===== src/rtl/f_pc_reg.sv =====
// Fetch-stage program counter: static branch prediction, redirect/stall
// arbitration, legality checks on every PC, and a sticky halt with a cause code.
module f_pc_reg #(
   parameter logic [31:0] RESET_PC = 32'h8000_0000,
   parameter logic [31:0] PC_LO    = 32'h8000_0000,
   parameter logic [31:0] PC_HI    = 32'h87FF_FFFF
) (
   input  logic        clk_i,
   input  logic        rst_n_i,
   input  logic        stall_i,
   input  logic        redirect_valid_i,
   input  logic [31:0] redirect_pc_i,
   input  logic [6:0]  f_opcode_i,
   input  logic [31:0] f_imm_i,
   input  logic [31:0] f_default_pc_i,
   input  logic        f_imem_error_i,
   output logic [31:0] F_pc_o,
   output logic        f_valid_o,
   output logic        pred_taken_o,
   output logic [1:0]  state_o,
   output logic [1:0]  err_code_o,
   output logic [31:0] fetch_cnt_o
);

   localparam logic [6:0] OP_JAL    = 7'b1101111;
   localparam logic [6:0] OP_BRANCH = 7'b1100011;

   localparam logic [1:0] ERR_NONE  = 2'd0;
   localparam logic [1:0] ERR_IMEM  = 2'd1;
   localparam logic [1:0] ERR_RANGE = 2'd2;
   localparam logic [1:0] ERR_ALIGN = 2'd3;

   typedef enum logic [1:0] {
      ST_INIT = 2'd0,
      ST_RUN  = 2'd1,
      ST_HALT = 2'd2
   } state_t;

   state_t      state_q, state_d;
   logic [31:0] pc_q, pc_d;
   logic [1:0]  err_q, err_d;
   logic [31:0] fetch_cnt_q, fetch_cnt_d;

   logic        pred_taken;
   logic [31:0] pred_pc;
   logic [31:0] sel_pc;
   logic        sel_misaligned;
   logic        sel_out_of_range;
   logic        default_bad;

   // Static predictor: JAL always taken, branches taken only when backward.
   assign pred_taken = (f_opcode_i == OP_JAL) ||
                       ((f_opcode_i == OP_BRANCH) && f_imm_i[31]);
   assign pred_pc    = pred_taken ? (pc_q + f_imm_i) : f_default_pc_i;

   // Redirect beats stall, stall beats prediction.
   assign sel_pc = redirect_valid_i ? redirect_pc_i :
                   stall_i          ? pc_q          : pred_pc;

   assign sel_misaligned   = (sel_pc[1:0] != 2'b00);
   assign sel_out_of_range = (sel_pc < PC_LO) || (sel_pc > PC_HI);
   // Fetch reports an out-of-range PC as a zero PC+4; a redirect supersedes it.
   assign default_bad      = !redirect_valid_i && (f_default_pc_i == 32'd0);

   always_comb begin
      state_d     = state_q;
      pc_d        = pc_q;
      err_d       = err_q;
      fetch_cnt_d = fetch_cnt_q;
      case (state_q)
         ST_INIT: state_d = ST_RUN;
         ST_RUN: begin
            if (f_imem_error_i) begin
               err_d   = ERR_IMEM;
               state_d = ST_HALT;
            end else if (sel_misaligned) begin
               err_d   = ERR_ALIGN;
               state_d = ST_HALT;
            end else if (sel_out_of_range || default_bad) begin
               err_d   = ERR_RANGE;
               state_d = ST_HALT;
            end else begin
               pc_d = sel_pc;
               if (!redirect_valid_i && !stall_i) begin
                  fetch_cnt_d = fetch_cnt_q + 32'd1;
               end
            end
         end
         ST_HALT: state_d = ST_HALT;
         default: state_d = ST_INIT;
      endcase
   end

   always_ff @(posedge clk_i or negedge rst_n_i) begin
      if (!rst_n_i) begin
         state_q     <= ST_INIT;
         pc_q        <= RESET_PC;
         err_q       <= ERR_NONE;
         fetch_cnt_q <= 32'd0;
      end else begin
         state_q     <= state_d;
         pc_q        <= pc_d;
         err_q       <= err_d;
         fetch_cnt_q <= fetch_cnt_d;
      end
   end

   assign F_pc_o       = pc_q;
   assign f_valid_o    = (state_q == ST_RUN);
   assign pred_taken_o = pred_taken;
   assign state_o      = state_q;
   assign err_code_o   = err_q;
   assign fetch_cnt_o  = fetch_cnt_q;

endmodule


===== config.mk =====
export PLATFORM = sky130hd
export DESIGN_NAME = f_pc_reg
export DESIGN_NICKNAME = d
export VERILOG_FILES = /design/src/rtl/f_pc_reg.sv
export SDC_FILE = /design/constraint.sdc
export NUM_CORES = 1
export LEC_CHECK = 0
export CAP_MARGIN = 20
export CORE_ASPECT_RATIO = 1.5
export CORE_MARGIN = 2
export CORE_UTILIZATION = 43
export DETAILED_ROUTE_END_ITERATION = 8
export GPL_ROUTABILITY_DRIVEN = 0
export PLACE_DENSITY_LB_ADDON = 0.1
export SETUP_SLACK_MARGIN = 0.5
export SYNTH_ARGS = -nofsm -noshare
export SYNTH_HDL_FRONTEND = slang
export SYNTH_SLANG_ARGS = --single-unit

===== constraint.sdc =====
create_clock -name clk_i -period 3.65 [get_ports clk_i]
set_input_delay 1.095 -clock clk_i [delete_from_list [all_inputs] [get_ports clk_i]]
set_output_delay 1.095 -clock clk_i [all_outputs]
set_load 0.005 [all_outputs]

* Yosys cells after proc, flatten, opt, wreduce, memory -nomap -nowiden
Index checks and enable logic that the tools add are counted.
** Word-level totals
- Memory bits (read-only) :: 0
- Bits in latches :: 0
- Register bits :: 68
- Word-level logic and storage cells :: 40
- RAM bits :: 0
- Input port bits :: 108
- Memories :: 0
** Cells by class
- $add $sub $neg :: 2
- Multiply operators :: 0
- Equality and inequality tests :: 5
- Divide/modulo/power cells :: 0
- $lt $le $gt $ge :: 2
- Reduce and logical (&&, ||, !) cells :: 15
- Shifts and indexed selects :: 0
- Mux-type cells :: 9
- Bitwise logic cells :: 3
** Operators by type and width (count)
- 2-to-1 mux 32 bit :: 3
- adder 32 x 1 -> 32 bit (second input constant) :: 1
- adder 32 bit :: 1
- greater-than comparator 32 bit (second input constant) :: 1
- logical NOT 32 bit :: 1
- < comparator 32 bit (second input constant) :: 1
- equality test 7 bit (second input constant) :: 2
- 2-to-1 mux 2 bit :: 5
- case mux 2 bit (3 select lines) :: 1
- AND reduction 5 bit :: 1
- != test 4 x 2 -> 1 bit (second input constant) :: 1
- AND reduction 4 bit :: 1
- logical AND 1 bit :: 3
- logical OR 1 bit :: 3
- NOT 1 bit :: 3
- nonzero test 3 bit :: 1
- equality test 2 x 1 -> 1 bit (second input constant) :: 1
- equality test 2 bit (second input constant) :: 1
- logical NOT 1 bit :: 2
- logical NOT 2 bit :: 1
- AND reduction 2 bit :: 1
- nonzero test 2 bit :: 1

* Logic depth before layout (Yosys ltp)
Gate-level depths: netlist of the first run.
- Depth in word-level cells :: 13
- Gate-level depth with buffers :: 14
- Depth with buffers taken out :: 12

* Worst setup path after synthesis of the first run
No wires, ideal clock.
- Path type :: in2reg
- From :: input port f_imm_i[0]
- To :: register pc_q[21], in the netlist F_pc_o[21]
- Stages on the path :: 14
- Arrival time :: 4.100 ns
- Library setup time :: 0.122 ns
- Path slack :: -0.572 ns
- Cells stage by stage :: ha_1 -> fa_1 -> a21o_1 -> a311o_1 -> and2_1 -> o2111ai_1 -> and3_1 -> o221ai_1 -> a211o_1 -> nor4_2 -> buf_2 -> buf_4 -> mux2i_1 -> nand2_1
** On the way
- Cells in the longest elaborated chain, start to end :: 9
** RTL lines
- start: declaration :: line 14 : input logic [31:0] f_imm_i,
- adder 32 bit * :: line 54 : assign pred_pc = pred_taken ? (pc_q + f_imm_i) : f_default_pc_i;
- 2-to-1 mux 32 bit * :: line 54
- 2-to-1 mux 32 bit * :: line 58 : stall_i ? pc_q : pred_pc;
- 2-to-1 mux 32 bit * :: line 57 : assign sel_pc = redirect_valid_i ? redirect_pc_i :
- < comparator 32 bit or greater-than comparator 32 bit (tied branches) :: line 61 : assign sel_out_of_range = (sel_pc < PC_LO) || (sel_pc > PC_HI);
- logical OR 1 bit :: line 61
- logical OR 1 bit :: line 79 : end else if (sel_out_of_range || default_bad) begin
- NOT 1 bit (no source line)
- AND reduction 4 bit (no source line)
- end signal: assignment :: line 102 : pc_q <= pc_d;
- end: declaration :: line 40 : logic [31:0] pc_q, pc_d;
Mark *: on every way between the ends. The rest lies on a longest branch, timed or not.
A chain may end at the register's enable or synchronous reset.

* Final worst setup path of the first run
- From :: input port f_imm_i[13]
- To :: register pc_q[24], in the netlist F_pc_o[24]
Same word-level chain as after synthesis.

==> results by group, run 1 <==
GRT
  – Total global-route track usage: 32.4%
  – Antenna violations before repair: 0
  – Gr ovfl total: 0
  – Vias in the first global route: 7148
  – Largest net degree at the start of global routing: 30
  – First-pass GRT wire length: 36100 um

Floorplan
  – Core box area: 12800 um^2
  – Initial Utilization: 43.6%
  – Die ar.: 13900 um^2
  – I/O pins: 178
  – DIE WIDTH: 97.1 um
  – Die H: 144 um
  – Row count: 51

Clocking
  – Clk pin slew, worst setup/hold paths: 0.07 ns
  – Longest Clk Path Bufs: 2
  – CTS root buffer: clkbuf_16
  – H-tree Lvls: 3
  – Num CTS Buffers: 9
  – CTS Sinks: 68
  – Worst-Skew Late Latency: 0.35 ns
  – CTS tree: yes

Yosys
  – Netlist cell types: 64
  – Net Count, Synth: 815
  – Post-synth EDFFs: 0
  – Share of the synthesized area in the top cell type: 30.0%
  – Sequential-to-total area share from yosys stat: 30.5%
  – Cell taking the most area after synthesis: dfrtp_1
  – Syn Std Cell Area: 5590 um^2
  – Yosys reg bits: 68
  – Synth area leaders: dfrtp_1 (30%), ha_1 (7.6%), xnor2_1 (7.2%), nand3_1 (5.8%), a21oi_1 (4.6%)
  – Yosys warns: 0
  – Post-Syn Instances: 672
  – Syn Area/Cell: 8.31 um^2
  – Most common flop cell mapped by yosys: dfrtp_1
  – Asr flop ratio synth: 100%

Routing
  – Antenna-violating nets left: 0
  – WL per Instance: 21.8 um
  – DR pass1 iterations: 5
  – Vias: 7170
  – Vias per cell: 6.14
  – WL final: 25500 um
  – Post-route DRC: 0
  – DR iter-0 viols: 580

Status
  – Failing checks: negative setup slack
  – Status: finished with violations

Place
  – # port buffers: 177
  – Placement Setup Slack: -1.04 ns
  – DP HPWL: 16700 um

Timing
  – Slew @ Worst Pin: 0.741 ns
  – Final hold violations: 0
  – Slew headroom: 50.6%
  – Peak Freq: 0.251 GHz
  – Final Setup Violations: 68
  – Post-route clock period utilization: 109%
  – Hold slack: 0.478 ns
  – Slew Limit Fails: 0
  – RSZ-0062 raised after global routing: yes
  – Worst setup margin: -0.337 ns
  – Skew final: 0.00919 ns
  – Min Tclk post-route: 3.99 ns

Finish
  – Layout net count: 1147
  – Most frequent cells in the layout: buf_4 (143), clkdlybuf4s50_1 (139), dfrtp_1 (67), nand2_1 (54), nand3_1 (49)
  – Layout area overhead: 84.7%
  – Inserted Diodes: 0
  – Layout cells sized above 1: 32.8%
  – Most common cell after layout, fill and taps aside: buf_4

Setup path
  – Startpoint Class: primary input
  – Critical setup path kind: primary input to register
  – Worst path arrival time: 4.22 ns
  – Worst-path fanout max: 5
  – Critical Path Sink Type: register
  – Required @ worst endpoint: 3.88 ns

Run
  – MaxCap Viol Count: 0

Power
  – Leak Pwr: 4.30 nW
  – Peak VDD IR: 0.228 mV
  – Pwr dens: 260 nW/um^2

Worst hold path
  – Worst hold-check path type: register to register
worst paths after layout:
check,from,end,slack [ns],cells after the start
max in group asynchronous,rst_n_i,F_pc_o[31],1.99,2
worst max register to register,F_pc_o[26],F_pc_o[24],0.03,16
worst max-delay path,f_imm_i[13],F_pc_o[24],-0.34,15
worst min register to register,fetch_cnt_o[31],fetch_cnt_o[31],0.48,1
min in group asynchronous,rst_n_i,F_pc_o[11],0.80,1
worst min-delay path,fetch_cnt_o[31],fetch_cnt_o[31],0.48,1
kinds of logic after synthesis:
group	Yosys count	share of synthesized area [%]
XOR/XNOR	54	8.47
AND/OR/NAND/NOR	277	25.9
buffers and inverters	57	4.52
AO/OA/AOI/OAI	170	20.6
flip-flops	68	30.5
adder cells (fa/ha/maj)	35	7.97
multiplexers	11	2.08
sequential cells by signal (all words and copies together), names as in the netlist:
register / cells
F_pc_o: 32
fetch_cnt_o: 32
err_code_o: 2
state_o: 2
report_power, final:
group	internal [mW]	leakage (nW)	switching, mW	total (mW)
Sequential	0.784	0.812	0.0337	0.818
Clock	0.472	0.138	0.404	0.876
Combinational	0.539	3.35	0.454	0.992
Total	1.79	4.30	0.891	2.69
routing by layer:
| layer | vias up | part of all wire, % | global-route usage, % |
|---|---|---|---|
| met5 | - | 0 | 0 |
| met4 | 0 | 7.3 | 22.1 |
| met3 | 163 | 6.8 | 4.86 |
| met2 | 425 | 51 | 59.1 |
| met1 | 3415 | 34 | 34.4 |
| li1 | 3167 | - | - |
cells in the mapped netlist, types with 3 or more instances:
cell,instances
a221oi_1,3
dfrtp_1,67
xnor2_1,46
nand3b_1,3
buf_2,10
o21ai_1,3
nor2b_1,9
a211oi_1,4
ha_1,34
and3_1,19
a22oi_1,3
o21bai_1,6
o2111ai_1,8
buf_4,7
a21oi_1,51
clkbuf_1,19
nand2b_1,20
mux2_2,4
nor4_1,8
inv_1,19
nor3_1,12
o31ai_1,4
nor2_1,34
xor2_1,8
and2_1,9
o21ai_0,26
nand4_1,17
a31oi_1,4
or2_2,3
and4_1,9
nand2_1,59
o211ai_1,5
a21o_1,7
mux2i_1,6
nand3_1,65
a32oi_1,24
a211o_1,3
per-stage QoR:
step / utilization, % / total power, mW / instances / TNS, ns / instance area (um^2)
after CTS: 75.6 / 2.57 / 1155 / -23.85 / 9700
final: 80.4 / 2.69 / 1168 / -14.84 / 10300
after detailed placement: 66.6 / 1.61 / 1112 / -62.01 / 8540
after floorplan: - / 1.15 / 672 / -9.08 / 5660
after global placement: 66.6 / 1.59 / 1112 / -56.69 / 8540
after global routing: 80.4 / 2.78 / 1168 / -22.37 / 10300
timing repair:
item,4_1_cts,5_1_grt
gates cloned,5,4
gates resized for setup,143,107
hold buffers,0,0
hold endpoints to repair,0,0
pin swaps,52,57
setup buffers,22,9
setup endpoints to repair,69,69
critical path: stages:
cell and delay, ns:
clkdlybuf4s15_1 0.21, ha_4 0.32, nand4_1 0.13, o221a_2 0.28, o21ai_2 0.17, a221o_1 0.22
a31oi_4 0.07, o2111a_1 0.27, a211oi_2 0.34, nor4_4 0.09, buf_4 0.16, clkbuf_4 0.17
buf_4 0.14, and3_1 0.17, or3_1 0.37
cell type report:
class | count | area [um^2]
multi-input cells | 547 | 4540
repair buffers | 359 | 3520
fillers | 763 | 2510
flip-flops and latches | 68 | 1700
clock buffers | 9 | 225
well taps | 159 | 199
inverters | 19 | 76.3
clock inverters | 7 | 58.8
No activity file was read; power rests on OpenSTA's default activity.
==> run 2: changes to the inputs <==
--- a/config.mk
+++ b/config.mk
@@ -8,9 +8,11 @@
 export CAP_MARGIN = 20
 export CORE_ASPECT_RATIO = 1.5
 export CORE_MARGIN = 2
-export CORE_UTILIZATION = 43
+export CORE_UTILIZATION = 52
 export DETAILED_ROUTE_END_ITERATION = 8
+export DONT_BUFFER_PORTS = 1
 export GPL_ROUTABILITY_DRIVEN = 0
+export GPL_TIMING_DRIVEN = 1
 export PLACE_DENSITY_LB_ADDON = 0.1
 export SETUP_SLACK_MARGIN = 0.5
 export SYNTH_ARGS = -nofsm -noshare
==> results by group, run 2 (synthesized netlist as in run 1, its figures left out) <==
Status
  – Status: finished with violations
  – Failing checks: negative setup slack

GRT
  – Grt met3 use: 9.30% (+4.4 points)
  – Antenna violations before repair: 0 (unchanged)
  – Largest net degree at the start of global routing: 69 (+130%)
  – Met2 usage: 59.1% (about the same)
  – Gr ovfl total: 0 (unchanged)
  – First-pass GRT wire length: 28800 um (-20%)
  – Total global-route track usage: 32.4% (about the same)
  – Vias in the first global route: 5842 (-18%)
  – Met1 Track Usage GR: 32.9% (-1.5 points)
  – Top Usage Layer GRT: met2

Finish
  – Most frequent cells in the layout: buf_4 (104), dfrtp_1 (67), nand2_1 (57), nand3_1 (55), a21oi_1 (48)
  – Layout net count: 911 (-21%)
  – Area occupied by multi-input gates: 3980 um^2 (-12%)
  – Layout cells sized above 1: 25.5% (-7.3 points)
  – Fillers: 861 (+13%)
  – Layout Cells excl Fill: 917 (-21%)
  – Design Area, Final: 7340 um^2 (-29%)
  – Most common cell after layout, fill and taps aside: buf_4
  – Inserted Diodes: 0 (unchanged)
  – Layout area overhead: 31.4%
  – Register area: 1700 um^2 (unchanged)
  – Post-Route Utilization: 69.7% (-11 points)

Clocking
  – Worst-Skew Late Latency: 0.34 ns (about the same)
  – CTS root buffer: clkbuf_16
  – CTS Sinks: 68 (unchanged)
  – Longest Clk Path Bufs: 2 (unchanged)
  – H-tree Lvls: 3 (unchanged)
  – Clk pin slew, worst setup/hold paths: 0.06 ns (about the same)
  – Num CTS Buffers: 9 (unchanged)
  – CTS Hold Bufs: 0 (unchanged)
  – CTS tree: yes

Timing
  – Slew @ Worst Pin: 0.583 ns (-0.158 ns)
  – Worst setup margin: -0.0953 ns (+0.242 ns)
  – Min Tclk post-route: 3.75 ns (-0.242 ns)
  – Final hold violations: 0 (unchanged)
  – Hold slack: 0.448 ns (-0.0299 ns)
  – Peak Freq: 0.267 GHz (+6.5%)
  – RSZ-0062 raised after global routing: yes
  – Slew Limit Fails: 0 (unchanged)
  – Final Setup Violations: 53 (-22%)
  – Slew headroom: 61.0% (+10 points)
  – Post-route clock period utilization: 103% (-6.6 points)
  – Skew final: 0.00715 ns (-0.00205 ns)

Routing
  – WL per Instance: 21.0 um (-3.7%)
  – WL final: 19300 um (-24%)
  – Vias per cell: 6.36 (+3.6%)
  – DR pass1 iterations: 5 (unchanged)
  – DR iter-0 viols: 320 (-45%)
  – Post-route DRC: 0 (unchanged)
  – Antenna-violating nets left: 0 (unchanged)
  – Vias: 5833 (-19%)

Place
  – DP HPWL: 14400 um (-14%)
  – Dpl cell area: 6510 um^2 (-24%)
  – # port buffers: 0 (-100%)
  – Dpl cells: 883 (-21%)

Power
  – Clock network power share: 38.9% (+6.3 points)
  – Leak Pwr: 3.06 nW (-29%)
  – Peak VDD IR: 0.259 mV (+14%)
  – Pwr dens: 315 nW/um^2 (+21%)
  – NetSw: 677 uW (-24%)
  – Int Pwr: 1.64 mW (-8.9%)
  – Combinational power share: 25.5% (-11 points)
  – Final Power: 2.31 mW (-14%)
  – Sw Share: 29.3% (-3.9 points)
  – Flop pwr share: 35.6% (+5.1 points)

Setup path
  – Worst path arrival time: 3.96 ns (-0.26 ns)
  – Max incr delay on CP: 0.40 ns (+0.03 ns)
  – Required @ worst endpoint: 3.86 ns (-0.02 ns)
  – Crit-path cells: ha_4, fa_2, a21o_1, a311o_1, and2_4, o2111ai_2, and3_1, o221ai_1, a211o_1, nor4_4, buf_6, buf_12, a21boi_1, or3_1
  – Startpoint Class: primary input
  – Critical-path top delay cell: fa_2
  – Critical Path Sink Type: register
  – Critical setup path kind: primary input to register
  – Worst-path fanout max: 6 (+1)

Floorplan
  – I/O pins: 178 (unchanged)
  – Row count: 46 (-9.8%)
  – Core box area: 10500 um^2 (-18%)
  – Die ar.: 11600 um^2 (-17%)
  – DIE WIDTH: 88.6 um (-8.7%)
  – Die H: 131 um (-8.8%)
  – Initial Utilization: 53.0% (+9.5 points)

Worst hold path
  – Worst hold-check path type: primary input to asynchronous set/reset pin

Run
  – MaxCap Viol Count: 0 (unchanged)
run 2: cell types whose count changed in the layout (fill, tap and decap cells not counted), sizes merged:
cell and change:
dlymetal6s2s -16, clkbuf -5, buf -63, dlygate4sd2 -4
inv -3, clkdlybuf4s50 -139, clkdlybuf4s15 -8, bufinv +1
clkinvlp +1
run 2: layer usage:
| metal | wire length (um) | vias to the layer above | part of all wire (%) |
|---|---|---|---|
| met5 | 0 | - | 0 |
| met4 | 939 | 0 | 4.9 |
| met3 | 1450 | 66 | 7.5 |
| met2 | 10100 | 242 | 53 |
| met1 | 6750 | 2836 | 35 |
| li1 | - | 2689 | - |
run 2: repair_timing:
action	4_1_cts	5_1_grt
buffers inserted	7	9
gates cloned	1	1
endpoints found under the hold margin	0	0
resized for setup	34	40
endpoints found under the setup margin	69	69
pin swaps	9	26
run 2: layout make-up:
cell class,count,area share [%]
well taps,144,2.45
multi-input cells,547,54.2
flip-flops and latches,68,23.2
inverters,19,1.14
clock inverters,6,0.869
clock buffers,10,3.26
repair buffers,123,14.9
run 2: worst paths after layout:
| path | from | to | slack, ns | cells past startpoint |
|---|---|---|---|---|
| max | f_imm_i[0] | F_pc_o[24] | -0.1 | 14 |
| min | rst_n_i | F_pc_o[26] | 0.45 | 0 |
| max reg2reg | F_pc_o[1] | F_pc_o[24] | 0.13 | 13 |
| min reg2reg | fetch_cnt_o[31] | fetch_cnt_o[31] | 0.50 | 1 |
| max in group asynchronous | rst_n_i | F_pc_o[31] | 2.98 | 0 |
| min in group clk_i | fetch_cnt_o[31] | fetch_cnt_o[31] | 0.50 | 1 |
run 2: through the flow:
step	setup TNS, ns	setup WS, ns
2_1_floorplan	-9.08	-0.181
3_3_place_gp	-33.64	-0.607
3_5_place_dp	-33.63	-0.611
4_1_cts	-2.88	-0.106
5_1_grt	-7.58	-0.187
6_report	-2.28	-0.0953
run 2: power by group through the flow:
stage | combinational [mW] | sequential [mW] | clock, mW
finish | 0.589 | 0.823 | 0.901
global route | 0.644 | 0.828 | 0.944
CTS | 0.550 | 0.822 | 0.907
detailed placement | 0.513 | 0.835 | 0
global placement | 0.504 | 0.834 | 0
floorplan | 0.327 | 0.823 | 0
run 2: worst max-delay path, delay by kind of cell:
kind	cells	cell delay [ns]
AOI/OAI and AO/OA	6	1.17
and+or+nand+nor	4	0.86
adders and majority gates	2	0.54
buffers and inverters	2	0.31
